File: src/rtl/osd_input_pkg.sv
// Shared types and constants for the OSD input sequencer.
// Optional coin counter is enabled with the OSD_COIN_COUNTER_EN macro.
package osd_input_pkg;

    typedef enum logic [1:0] {
        ST_IDLE,
        ST_HOLD,
        ST_GAP
    } state_t;

    localparam int CH_COIN   = 0;
    localparam int CH_START1 = 1;
    localparam int CH_START2 = 2;
    localparam int CH_RESET  = 3;

    function automatic int max3(input int a, input int b, input int c);
        int m;
        m = a;
        if (b > m) m = b;
        if (c > m) m = c;
        return m;
    endfunction

endpackage

File: src/rtl/osd_input_sequencer_if.sv
// Bus between the OSD/joystick sources and the game core inputs.
// Handshake: none; all signals are levels sampled on the rising clock edge.
interface osd_input_sequencer_if;
    import osd_input_pkg::*;

    logic [3:0] status_trig;
    logic       joy_coin;
    logic       joy_start1;
    logic       joy_start2;
    logic       coin_o;
    logic       start1_o;
    logic       start2_o;
    logic       soft_rst_n_o;
    logic       busy;
    state_t     dbg_state;
`ifdef OSD_COIN_COUNTER_EN
    logic [7:0] coin_count;

    modport master (
        output status_trig, joy_coin, joy_start1, joy_start2,
        input  coin_o, start1_o, start2_o, soft_rst_n_o, busy, dbg_state, coin_count
    );
    modport slave (
        input  status_trig, joy_coin, joy_start1, joy_start2,
        output coin_o, start1_o, start2_o, soft_rst_n_o, busy, dbg_state, coin_count
    );
`else
    modport master (
        output status_trig, joy_coin, joy_start1, joy_start2,
        input  coin_o, start1_o, start2_o, soft_rst_n_o, busy, dbg_state
    );
    modport slave (
        input  status_trig, joy_coin, joy_start1, joy_start2,
        output coin_o, start1_o, start2_o, soft_rst_n_o, busy, dbg_state
    );
`endif

endinterface

File: src/rtl/osd_down_counter.sv
// Loadable down counter that stops at zero; load has priority over decrement.
module osd_down_counter #(
    parameter int WIDTH = 8
) (
    input  logic             clk,
    input  logic             rst_n,
    input  logic             load,
    input  logic [WIDTH-1:0] load_val,
    input  logic             dec,
    output logic             zero
);

    logic [WIDTH-1:0] cnt_q, cnt_d;

    always_comb begin
        cnt_d = cnt_q;
        if (load) begin
            cnt_d = load_val;
        end else if (dec && (cnt_q != '0)) begin
            cnt_d = cnt_q - WIDTH'(1);
        end
    end

    always_ff @(posedge clk or negedge rst_n) begin
        if (!rst_n) cnt_q <= '0;
        else        cnt_q <= cnt_d;
    end

    assign zero = (cnt_q == '0);

endmodule

File: src/rtl/osd_input_sequencer.sv
// Turns OSD trigger toggles into timed, serialized coin/start presses and a soft reset.
// Define OSD_COIN_COUNTER_EN to add the saturating coin_count output.
module osd_input_sequencer
    import osd_input_pkg::*;
#(
    parameter int PULSE_CYCLES = 600000,
    parameter int GAP_CYCLES   = 300000,
    parameter int RESET_CYCLES = 65536
) (
    input logic                  clk,
    input logic                  rst_n,
    osd_input_sequencer_if.slave bus
);

    localparam int CNT_W = $clog2(max3(PULSE_CYCLES, GAP_CYCLES, RESET_CYCLES) + 1);
    localparam logic [CNT_W-1:0] PULSE_LD = CNT_W'(PULSE_CYCLES - 1);
    localparam logic [CNT_W-1:0] GAP_LD   = CNT_W'(GAP_CYCLES - 1);
    localparam logic [CNT_W-1:0] RESET_LD = CNT_W'(RESET_CYCLES - 1);

    state_t           state_q, state_d;
    logic [1:0]       sel_q, sel_d, pick;
    logic [2:0]       pend_q, pend_d, clr_mask, hold_mask;
    logic [3:0]       trig_q, trig_d, rise;
    logic [2:0]       joy_q, joy_d;
    logic [2:0]       out_q, out_d;
    logic             srn_q, srn_d;
    logic             in_rst;
    logic             hold_load, hold_dec, hold_zero;
    logic [CNT_W-1:0] hold_val;
    logic             rst_zero;

    assign rise      = bus.status_trig & ~trig_q;
    // Soft reset is active on the triggering edge and for every cycle its output is low.
    assign in_rst    = rise[CH_RESET] | ~srn_q;
    assign hold_mask = (state_q == ST_HOLD) ? (3'b001 << sel_q) : 3'b000;

    always_comb begin
        pick = 2'(CH_START2);
        if (pend_q[CH_COIN])        pick = 2'(CH_COIN);
        else if (pend_q[CH_START1]) pick = 2'(CH_START1);
    end

    always_comb begin
        state_d   = state_q;
        sel_d     = sel_q;
        clr_mask  = 3'b000;
        hold_load = 1'b0;
        hold_dec  = 1'b0;
        hold_val  = '0;
        if (in_rst) begin
            state_d = ST_IDLE;
        end else begin
            case (state_q)
                ST_IDLE: begin
                    if (pend_q != 3'b000) begin
                        state_d   = ST_HOLD;
                        sel_d     = pick;
                        clr_mask  = 3'b001 << pick;
                        hold_load = 1'b1;
                        hold_val  = PULSE_LD;
                    end
                end
                ST_HOLD: begin
                    if (hold_zero) begin
                        state_d   = ST_GAP;
                        hold_load = 1'b1;
                        hold_val  = GAP_LD;
                    end else begin
                        hold_dec = 1'b1;
                    end
                end
                ST_GAP: begin
                    if (hold_zero) state_d = ST_IDLE;
                    else           hold_dec = 1'b1;
                end
                default: state_d = ST_IDLE;
            endcase
        end
    end

    // A rise on the channel being held merges into that press; a rise in the gap re-queues.
    always_comb begin
        trig_d = bus.status_trig;
        joy_d  = {bus.joy_start2, bus.joy_start1, bus.joy_coin};
        pend_d = in_rst ? 3'b000 : ((pend_q & ~clr_mask) | (rise[2:0] & ~hold_mask));
        out_d  = (rise[CH_RESET] ? 3'b000 : hold_mask) | joy_q;
        srn_d  = ~rise[CH_RESET] & rst_zero;
    end

    always_ff @(posedge clk or negedge rst_n) begin
        if (!rst_n) begin
            state_q <= ST_IDLE;
            sel_q   <= 2'b00;
            pend_q  <= 3'b000;
            trig_q  <= 4'b0000;
            joy_q   <= 3'b000;
            out_q   <= 3'b000;
            srn_q   <= 1'b1;
        end else begin
            state_q <= state_d;
            sel_q   <= sel_d;
            pend_q  <= pend_d;
            trig_q  <= trig_d;
            joy_q   <= joy_d;
            out_q   <= out_d;
            srn_q   <= srn_d;
        end
    end

    osd_down_counter #(.WIDTH(CNT_W)) u_hold_cnt (
        .clk      (clk),
        .rst_n    (rst_n),
        .load     (hold_load),
        .load_val (hold_val),
        .dec      (hold_dec),
        .zero     (hold_zero)
    );

    osd_down_counter #(.WIDTH(CNT_W)) u_rst_cnt (
        .clk      (clk),
        .rst_n    (rst_n),
        .load     (rise[CH_RESET]),
        .load_val (RESET_LD),
        .dec      (1'b1),
        .zero     (rst_zero)
    );

`ifdef OSD_COIN_COUNTER_EN
    logic [7:0] coin_count_q, coin_count_d;
    logic [1:0] coin_inc;

    always_comb begin
        coin_inc = 2'(((state_q == ST_IDLE) && (state_d == ST_HOLD) && (sel_d == 2'(CH_COIN))) ? 1 : 0)
                 + 2'((bus.joy_coin & ~joy_q[CH_COIN]) ? 1 : 0);
        if ((9'(coin_count_q) + 9'(coin_inc)) > 9'd255) coin_count_d = 8'd255;
        else                                             coin_count_d = coin_count_q + 8'(coin_inc);
    end

    always_ff @(posedge clk or negedge rst_n) begin
        if (!rst_n) coin_count_q <= 8'd0;
        else        coin_count_q <= coin_count_d;
    end

    assign bus.coin_count = coin_count_q;
`endif

    assign bus.coin_o       = out_q[CH_COIN];
    assign bus.start1_o     = out_q[CH_START1];
    assign bus.start2_o     = out_q[CH_START2];
    assign bus.soft_rst_n_o = srn_q;
    assign bus.busy         = (state_q != ST_IDLE) | (pend_q != 3'b000) | ~srn_q;
    assign bus.dbg_state    = state_q;

endmodule

File: src/flat_wrapper.sv
// flat-port wrapper written by rule: the top's interface ports become plain ports
module osd_input_sequencer_flat import osd_input_pkg::*;
#(
    parameter int PULSE_CYCLES = 600000,
    parameter int GAP_CYCLES   = 300000,
    parameter int RESET_CYCLES = 65536
)
  (clk, rst_n, bus_status_trig, bus_joy_coin, bus_joy_start1, bus_joy_start2, bus_coin_o, bus_start1_o, bus_start2_o, bus_soft_rst_n_o, bus_busy, bus_dbg_state);
  osd_input_sequencer_if bus_i ();
  input logic clk;
  input logic rst_n;
  input wire logic [$bits(bus_i.status_trig)-1:0] bus_status_trig;
  input wire logic [$bits(bus_i.joy_coin)-1:0] bus_joy_coin;
  input wire logic [$bits(bus_i.joy_start1)-1:0] bus_joy_start1;
  input wire logic [$bits(bus_i.joy_start2)-1:0] bus_joy_start2;
  output wire logic [$bits(bus_i.coin_o)-1:0] bus_coin_o;
  output wire logic [$bits(bus_i.start1_o)-1:0] bus_start1_o;
  output wire logic [$bits(bus_i.start2_o)-1:0] bus_start2_o;
  output wire logic [$bits(bus_i.soft_rst_n_o)-1:0] bus_soft_rst_n_o;
  output wire logic [$bits(bus_i.busy)-1:0] bus_busy;
  output wire logic [$bits(bus_i.dbg_state)-1:0] bus_dbg_state;
  assign bus_i.status_trig = bus_status_trig;
  assign bus_i.joy_coin = bus_joy_coin;
  assign bus_i.joy_start1 = bus_joy_start1;
  assign bus_i.joy_start2 = bus_joy_start2;
  assign bus_coin_o = bus_i.coin_o;
  assign bus_start1_o = bus_i.start1_o;
  assign bus_start2_o = bus_i.start2_o;
  assign bus_soft_rst_n_o = bus_i.soft_rst_n_o;
  assign bus_busy = bus_i.busy;
  assign bus_dbg_state = bus_i.dbg_state;
  osd_input_sequencer #(.PULSE_CYCLES(PULSE_CYCLES), .GAP_CYCLES(GAP_CYCLES), .RESET_CYCLES(RESET_CYCLES)) u_core (.clk(clk), .rst_n(rst_n), .bus(bus_i));
endmodule
File: config.mk
export PLATFORM = sky130hd
export DESIGN_NAME = osd_input_sequencer_flat
export DESIGN_NICKNAME = d
export VERILOG_FILES = /design/src/rtl/osd_input_pkg.sv /design/src/rtl/osd_input_sequencer_if.sv /design/src/rtl/osd_down_counter.sv /design/src/rtl/osd_input_sequencer.sv /design/src/flat_wrapper.sv
export SDC_FILE = /design/constraint.sdc
export NUM_CORES = 1
export LEC_CHECK = 0
export BUFFER_PORTS_ARGS = -buffer_cell sky130_fd_sc_hd__buf_2
export CORE_MARGIN = 3
export CORE_UTILIZATION = 40
export DETAILED_ROUTE_END_ITERATION = 7
export SLEW_MARGIN = 20
export SYNTH_ARGS = -nofsm -noshare
export SYNTH_HDL_FRONTEND = slang
export SYNTH_SLANG_ARGS = --single-unit
File: constraint.sdc
create_clock -name clk -period 4.35 [get_ports clk]
set_clock_uncertainty 0.2 [all_clocks]
set_input_delay 0.435 -clock clk [delete_from_list [all_inputs] [get_ports clk]]
set_output_delay 0.435 -clock clk [all_outputs]
set_load 0.05 [all_outputs]
== Word-level counts from Yosys, hierarchy flattened ==
Index checks and enable logic that the tools add are counted.

* Register bits: 58
* Input port bits: 9
* Output and inout bits: 7
* Logic and storage cells: 74

* Add/subtract/negate cells: 2
* Equal/unequal tests: 5
* Shift-type cells: 2
* Muxes and demuxes: 28
* Bitwise operators: 15
* Reduce and logical (&&, ||, !) cells: 13

{| class="wikitable"
|+ Operators with widths
! cell !! count
|-
| $mux 20 || 6
|-
| $logic_not 20->1 || 2
|-
| $pmux 20 s2 || 1
|-
| $reduce_bool 20->1 || 2
|-
| $sub 20x1->20 const B || 2
|-
| $mux 19 || 1
|-
| $mux 3 || 6
|-
| $mux 2 || 6
|-
| $ne 3x1->1 const B || 3
|-
| $and 3x3->3 || 2
|-
| $mux 1 || 6
|-
| $not 3->3 || 2
|-
| $or 3x3->3 || 2
|-
| $pmux 2 s3 || 1
|-
| $reduce_and 3->1 || 2
|-
| $reduce_bool 2->1 || 3
|-
| $shl 1x2->3 const A || 2
|-
| $and 4x4->4 || 1
|-
| $not 4->4 || 1
|-
| $not 1->1 || 3
|-
| $or 1x1->1 || 3
|-
| $reduce_bool 3->1 || 1
|-
| $eq 2x1->1 const B || 1
|-
| $eq 2x2->1 const B || 1
|-
| 5 further kinds || 5
|}

== Longest topological paths before layout ==
Gate-level depths: netlist (run 1).

* Depth after elaboration: 10
* Depth in mapped cells: 9

== Cells and area by module ==
Synthesis (run 1) repeated with hierarchy kept, for this count alone.

* Cells, all modules: 405
* Area, all modules: 3642.2 um^2

{| class="wikitable"
|+ Modules (own cells, without submodules)
! module !! instances !! cells each !! area each (um^2) !! seq. area each (um^2)
|-
| osd_down_counter || 2 || 165 || 1411.4 || 500.5
|-
| osd_input_sequencer || 1 || 75 || 819.5 || 451.7
|}

== Worst setup path after synthesis (run 1) ==
No wires, ideal clock.

* Path type: register to register
* Start: register u_core.state_q[0] (netlist: u_core.bus.dbg_state[0])
* End: register u_core.u_hold_cnt.cnt_q[17]
* Data arrival time: 2.086 ns
* Data required time: 4.072 ns
* Setup slack: 1.986 ns
* Cell stages (with the launch flop): 8
* Buffers on the path: 0
* Period minus slack after synthesis: 2.364 ns
* Cells stage by stage: dfrtp_1 inv_1 ha_1 nand2_1 nor2_2 o21ai_2 or3_1 a21oi_1

* Cells in the longest elaborated chain, start to end: 6

{| class="wikitable"
|+ RTL lines
! item !! RTL line !! source
|-
| start, declared || osd_input_sequencer.sv:20 || <nowiki>state_t state_q, state_d;</nowiki>
|-
| start signal, assigned || osd_input_sequencer.sv:100 || <nowiki>state_q <= state_d;</nowiki>
|-
| $eq 2x2->1 / $eq 2x1->1 (equally long branches) || osd_input_sequencer.sv:53 || <nowiki>case (state_q)</nowiki>
|-
| $reduce_or 2->1 (no source line) || -- ||
|-
| $mux 1 || -- ||
|-
| $mux 1 || osd_input_sequencer.sv:50 || <nowiki>if (in_rst) begin</nowiki>
|-
| $logic_and 1x1->1 || osd_down_counter.sv:19 || <nowiki>end else if (dec && (cnt_q != '0)) begin</nowiki>
|-
| $reduce_bool 2->1 (no source line) || -- ||
|-
| end signal, assigned || osd_down_counter.sv:26 || <nowiki>else cnt_q <= cnt_d;</nowiki>
|-
| end, declared || osd_down_counter.sv:13 || <nowiki>logic [WIDTH-1:0] cnt_q, cnt_d;</nowiki>
|}

Parallel ways exist; a longest one is shown, timed or not.
A chain may end at the register's enable or synchronous reset.

== Worst setup path in the final report (run 1) ==
* Start: register u_core.u_hold_cnt.cnt_q[0]
* End: register u_core.u_hold_cnt.cnt_q[1]

* Cells in the longest elaborated chain, start to end: 6

{| class="wikitable"
|+ RTL lines
! item
|-
| branches (longest 6 deep; another with $sub 20x1->20)
|}

Several ways; the timed one is not identified. The select of a mux whose other input is x is not followed.

==> impl_results.md, run 1 <==
- Status: completed
- Filler Cells Inserted: 679
- First-pass GRT wire length: 10.61 mm
- Core Rows: 31
- Starting density of the core: 41.66%
- Via count: 2308
- R2R Path End: u_core.u_hold_cnt.cnt_q[1]
- Placement Setup Slack: 1885 ps
- Hold WC Path Type: in -> reg
- Primary FF master, synth: dfrtp_1
- Top-area cell type share of the netlist area: around 47%
- Pleak: 1.440 nW
- Final setup fails: 0
- Total GRT Usage: 15.50%
- Synth Area in Adders: 2.868%
- Async SR Flop Fraction: 100.0%
- Post-Syn Instances: 302
- Post-CTS Setup Bufs: 0
- Largest net degree at the start of global routing: 48
- P per Cell Area: 329.9 nW/um^2
- H-tree depth: 3
- Minimum hold slack: between 30 and 40 ps
- Clock Path Buffers: 2
- Syn-to-layout area delta: 14.58%
- Period utilisation layout: 57.56%
- Worst setup path category: reg -> reg
- Hold Crit Depth: 1
- Share of cells above drive strength 1: 17.12%
- Most common cell in the netlist: dfrtp_1
- Hold Startpoint: bus_status_trig[3]
- Post-synthesis xor/xnor area fraction: 7.456%
- Antenna Cells: 0
- R2R cell count: 7
- Syn Nets: 318
- Max cap viols: 0
- PortBufs: 15
- DRT iter0 DRCs: 82
- Final Slew Violations: 0
- Slew headroom: around 54%
- WL/cell: ~14 um
- Synth Area per Inst: 10.11 sq um
- EDFF count, synth: 0
- Hold Fails Final Rpt: 0
- Most frequent cells after synthesis: 57 x dfrtp_1, 32 x nand2_1, 25 x nor2_1
- Vias in the first global route: around 2.3k
- Via density: 5.343
- CP startpoint kind: flop
- Flop2flop setup slack: between 1500 and 2000 ps
- Yosys warning count: 0
- Clk_lat worst skew: between 300 and 400 ps
- Maximum vdd drop: 287.4 uV
- Root Buffer: clkbuf_8
- Mux cell area share after synthesis: 0.7374%
- Grt total ovfl: 0
- Required @ worst endpoint: between 4000 and 5000 ps
- I/O pin total: 16
- Pre-antenna DRT Iters: 4
- Setup TNS: 0 ps
- CTS Buf Count: 9
- CP Capture Type: flop
- Initial antenna violation count: 0
- Worst R2R Start: u_core.u_hold_cnt.cnt_q[0]
- TritonCTS clock tree: yes
- Hold Path End: u_core.trig_q[3]
- Total die area: 8720 sq um
- Clock sinks: 58
- Tmin final: 2504 ps
- RSZ-0062 raised after global routing: false
- Detail Route Antenna Nets: 0
- Fmax: 0.3994 GHz
- WP data arrival: between 2000 and 3000 ps
- Post-Synth Simple-Gate Area: 25.44%
- Drt drc: 0
- Overall routed net length: 6.196 mm
- Sequential-to-total area share from yosys stat: 47.56%
- # nets final: 344
- Biggest area consumer among synthesized cells: dfrtp_1
- Compound-Gate Fraction of Synth Area: 13.31%
- Post-synthesis register bit count: 58
- Worst setup slack after layout: 1846 ps
- Top post-synthesis cells by area: dfrtp_1 47%, xor2_1 4.6%, nand2_1 3.9%
- Max FO, Critical Path: 19
- Slew @ Worst Pin: 687.3 ps
- Netlist Area Pre-Place: 3054 sq um
- Die W: 93.38 um
- Routability Congestion: 0.8042
- Post-DP HPWL: ~4.2 mm
- Clk slew on worst S/H paths: 80 ps
- Die Span Y: 93.38 um
- Core Region: between 7000 and 8000 sq um
- Main combinational cell family by area after synthesis: simple AND/OR/NAND/NOR gates
- Cell variety after synth: 55
[repair_timing]
item	in CTS	in global routing
hold buffers	7	0
gates resized for setup	0	0
hold endpoints to repair	17	0
[critical path, cell delays in order (launching register included)]
cell	delay [ps]
dfrtp_1	400
inv_1	110
ha_1	160
nor2b_1	180
nand4_2	410
or3_4	560
and2_1	280
o211ai_2	110
[power by group]
group / leakage, nW / internal [mW] / switching, mW / total, mW
clock: 0.0956 / 0.268 / 0.240 / 0.507
combinational: 0.653 / 0.0305 / 0.0421 / 0.0726
sequential: 0.691 / 0.557 / 0.0177 / 0.575
[sequential cells by signal (all words and copies together) (netlist names)]
signal                   flops
u_core.out_q                 3
u_core.bus.dbg_state         2
u_core.bus.soft_rst_n_o      1
u_core.joy_q                 3
u_core.trig_q                4
u_core.pend_q                3
u_core.u_rst_cnt.cnt_q      20
u_core.u_hold_cnt.cnt_q     20
u_core.sel_q                 2
[metal layers]
layer,track usage [%],share of wire [%],wire length (um),vias up
met5,0,0,0,-
met4,8.547,2.4,150,0
met3,2.655,2.3,143,13
met2,23.29,44,2714,32
met1,21.17,51,3187,1116
li1,-,-,-,1147
[cell families after synthesis]
kind of cell / after synthesis
xor+xnor: 26
fa+ha+maj: 7
mux: 2
buf+inv: 19
flops: 58
simple gates: 131
compound gates: 59
[final cells by class]
cell class	instances	area [sq um]	area share (%)
Timing Repair Buffer	24	160.2	4.576
Clock inverter	7	80.08	2.288
Clock buffer	9	123.9	3.540
Tap cell	99	123.9	3.540
Inverter	10	37.54	1.073
Multi-Input combinational cell	225	1521	43.48
Sequential cell	58	1453	41.51
[per-stage QoR]
step	util (%)	cells	area, sq um	power (mW)
floorplan	-	302	3054	0.6258
global placement	44.00	409	3226	0.6535
detailed placement	44.00	409	3226	0.6545
CTS	47.74	432	3500	1.172
global route	47.74	432	3500	1.202
finish	47.74	432	3500	1.155
[cells in the final DEF (no fill, tap or decap), drive strengths merged, types with 3 or more instances in the layout]
cell type,count
and4,3
or4,5
dfrtp,57
buf,17
nand4,7
nor2,26
o21bai,3
o211ai,9
o2111ai,4
clkinv,4
a21oi,7
nor3,13
inv,10
nor4,9
xor2,16
and2,4
a31oi,4
ha,7
a211oi,6
clkbuf,9
nand2,32
xnor2,10
or3,7
nor2b,3
nand3,8
o21ai,20
dlygate4sd3,7
nand3b,5
[how the worst max path moves through the flow]
stage,startpoint,endpoint
detailed placement,u_core.u_hold_cnt.cnt_q[0],u_core.u_hold_cnt.cnt_q[1]
global placement,u_core.u_hold_cnt.cnt_q[0],u_core.u_hold_cnt.cnt_q[1]
global route,u_core.u_rst_cnt.cnt_q[0],u_core.u_rst_cnt.cnt_q[10]
finish,u_core.u_hold_cnt.cnt_q[0],u_core.u_hold_cnt.cnt_q[1]
floorplan,u_core.bus.dbg_state[0],u_core.u_hold_cnt.cnt_q[17]
CTS,u_core.u_hold_cnt.cnt_q[0],u_core.u_hold_cnt.cnt_q[1]
Note: power is estimated with default switching activity, not from simulation.
==> run 2: changes to the inputs <==
Settings changed: ABC_AREA from default to 1.
Clock period 4.35 ns to 2.13 ns, I/O delays scaled along.
==> impl_results.md, run 2 <==
- Status: completed
- Netlist Area Pre-Place: 3440 sq um (+13%)
- Tmin final: 1965 ps
- Routability Congestion: 0.9616 (+20%)
- Initial antenna violation count: 0 (unchanged)
- First-pass GRT wire length: 13.47 mm (+27%)
- Syn Nets: 458 (+44%)
- WL/cell: 12.83 um (-11%)
- Slew headroom: 62.21% (+8.0 points)
- # nets final: 497 (+44%)
- Int Pwr: 1.868 mW (+120%)
- Max FO, Critical Path: 4 (-15)
- H-tree depth: 3 (unchanged)
- I/O pin total: 16 (unchanged)
- Most frequent cells in the layout: 101 x nand2_1, 64 x nor2_1, 57 x dfrtp_1
- Worst R2R Start: u_core.u_rst_cnt.cnt_q[0]
- TritonCTS clock tree: yes
- Pleak: 1.887 nW (+31%)
- Period utilisation layout: between 90% and 100%
- Final setup fails: 0 (unchanged)
- Cell family with most CP delay: flip-flops
- Hold WC Path Type: in -> async
- Metal3 WL: 347 um (+140%)
- WP data arrival: 1550 ps (-1020 ps)
- Clock sinks: 58 (unchanged)
- Die W: 98.73 um (+5.7%)
- Switch Pwr: 0.6461 mW (+120%)
- Largest net degree at the start of global routing: 27 (-44%)
- Post-DP HPWL: 5.835 mm (+40%)
- Power, Total: 2.514 mW (+120%)
- Antenna Cells: 0 (unchanged)
- Detail Route Antenna Nets: 0 (unchanged)
- Total die area: 9748 sq um (+12%)
- Reg power frac: 46.5% (-3.3 points)
- Cell variety after synth: 36 (-35%)
- Post-Syn Instances: 442 (+46%)
- Async SR Flop Fraction: 100.0% (unchanged)
- Clk slew on worst S/H paths: 80 ps (about the same)
- Primary FF master, synth: dfrtp_1
- R2R cell count: 9 (+2)
- Most frequent cells after synthesis: 101 x nand2_1, 64 x nor2_1, 57 x dfrtp_1
- WL met2: 3.614 mm (+33%)
- CTS Buf Count: 9 (unchanged)
- Core Region: 8299 sq um (+13%)
- EDFF count, synth: 0 (unchanged)
- Top-area cell type share of the netlist area: 41.47% (-5.2 points)
- Crit-path cells: inv_1 -> ha_2 -> inv_1 -> nor3_2 -> nand2_1 -> buf_4
- DRT iter0 DRCs: 146 (+78%)
- Fmax: roughly 0.51 GHz
- Yosys warning count: 0 (unchanged)
- Clock power frac: 46.3% (+2.4 points)
- Total GRT Usage: 17.05% (+1.6 points)
- Required @ worst endpoint: 1720 ps (-2690 ps)
- Starting density of the core: 41.44% (-0.22 points)
- Synth Area per Inst: 7.782 sq um (-23%)
- Largest stage delay on the critical path: 420 ps (-140 ps)
- Most common cell type on the critical path: inv_1
- Most common cell in the netlist: nand2_1
- Post-synthesis register bit count: 58 (unchanged)
- Via density: 4.970 (-7.0%)
- Sw Ratio: 25.70% (-0.24 points)
- Flop2flop setup slack: 200 ps (-1650 ps)
- Via count: 2937 (+27%)
- Clock Path Buffers: 2 (unchanged)
- Commonest non-fill, non-tap cell in the layout: nand2_1
- Wire length on met1: 3.509 mm (+10%)
- Setup TNS: 0 ps (unchanged)
- R2R Path End: u_core.u_rst_cnt.cnt_q[14]
- Root Buffer: clkbuf_8
- Biggest area consumer among synthesized cells: dfrtp_1
- Slew @ Worst Pin: 566.9 ps (-120.4 ps)
- Pre-antenna DRT Iters: 4 (unchanged)
- Core Rows: 33 (+6.5%)
- PortBufs: 15 (unchanged)
- RSZ-0062 raised after global routing: false
- Grt total ovfl: 0 (unchanged)
- Hold Fails Final Rpt: 0 (unchanged)
- Die Span Y: 98.73 um (+5.7%)
- Crit-path slowest cell: dfrtp_1
- Top flop regs: u_core.u_hold_cnt.cnt_q x20, u_core.u_rst_cnt.cnt_q x20, u_core.trig_q x4
- Sequential-to-total area share from yosys stat: 42.23% (-5.3 points)
- Minimum hold slack: 188.9 ps (+156.3 ps)
- Drt drc: 0 (unchanged)
- Buf+Inv Stages, Crit Path: 3 (+2)
- Vias in the first global route: 2901 (+28%)
- Top post-synthesis cells by area: dfrtp_1 41%, nand2_1 11%, nor2_1 7.0%
- Syn-to-layout area delta: 16.37%
- Clk_lat worst skew: 350 ps (about the same)
- Overall routed net length: 7.584 mm (+22%)
- Worst setup path category: reg -> out
- Maximum vdd drop: 374.6 uV (+30%)
- CP Capture Type: primary output
- Final Slew Violations: 0 (unchanged)
- Comb pwr share: 7.2% (+0.9 points)
- Max cap viols: 0 (unchanged)
- CP startpoint kind: flop
- Top Layer Used: met4
- Share of cells above drive strength 1: 19.55% (+2.4 points)
- P per Cell Area: 628.2 nW/um^2 (+90%)
## run 2: cell types whose count changed after synthesis, sizes merged, moves of 9 or more
cell	before	now
inv	10	49
xnor2	10	0
nor4	9	0
nand3	8	36
nand2	32	112
nor2	26	84
## run 2: area by class of cell
type	count	area, sq um
Fill cell	806	4297
Multi-Input combinational cell	329	1764
Sequential cell	58	1453
Timing Repair Buffer	33	232.7
Inverter	50	196.4
Tap cell	105	131.4
Clock buffer	9	123.9
Clock inverter	7	101.3
## run 2: how the worst max path moves through the flow
stage | from | endpoint | depth (start not counted) | slack, ps
after CTS | u_core.bus.dbg_state[0] | bus_busy | 6 | 40
after global placement | u_core.u_hold_cnt.cnt_q[0] | u_core.u_hold_cnt.cnt_q[18] | 11 | 190
final | u_core.bus.dbg_state[0] | bus_busy | 6 | 160
after global routing | u_core.bus.dbg_state[0] | bus_busy | 6 | 20
after floorplan | u_core.bus.dbg_state[0] | u_core.u_hold_cnt.cnt_q[18] | 9 | 60
after detailed placement | u_core.u_hold_cnt.cnt_q[0] | u_core.u_hold_cnt.cnt_q[18] | 11 | 140
## run 2: through the flow
step / instance area, sq um / instances / util, % / setup slack [ps]
floorplan: 3440 / 442 / - / 64.96
global route: 4003 / 591 / 48.23 / 15.65
global placement: 3687 / 567 / 44.43 / 191.6
detailed placement: 3687 / 567 / 44.43 / 136.2
finish: 4003 / 591 / 48.23 / 165.0
CTS: 3998 / 591 / 48.17 / 37.72
## run 2: layer usage
metal  global-route usage [%]  up-vias
met5                        0        -
met4                    5.882        0
met3                    3.892       10
met2                    27.72       65
met1                    22.46     1359
li1                         -     1503
## run 2: power groups by stage
stage | combinational, mW | sequential (mW) | clock [mW]
after floorplan | 0.0988 | 1.20 | 0
after global placement | 0.171 | 1.19 | 0
after detailed placement | 0.172 | 1.19 | 0
after CTS | 0.184 | 1.17 | 1.20
after global routing | 0.207 | 1.17 | 1.23
final | 0.181 | 1.17 | 1.16
## run 2: kinds of logic after synthesis
| family | synth area share (%) |
|---|---|
| and+or+nand+nor | 39.72 |
| DFF | 42.23 |
| buffers and inverters | 6.693 |
| AOI/OAI and AO/OA | 6.257 |
| xor gates and xnor gates | 2.546 |
| adders and majority gates | 2.546 |
## run 2: worst register-to-register path, cell delays in order, from the launching register on
cell,delay [ps]
dfrtp_1,410
inv_1,170
ha_1,340
inv_1,90
nor2_1,140
nand2_1,90
or2_2,270
nand3_1,70
nand2_1,50
inv_1,50
## run 2: repair_timing
action                                  CTS  global route
pin swaps                                 0             1
endpoints found under the setup margin    1             6
hold buffers                              8             0
resized for setup                         1             4
endpoints found under the hold margin    32             0
setup buffers                             0             0
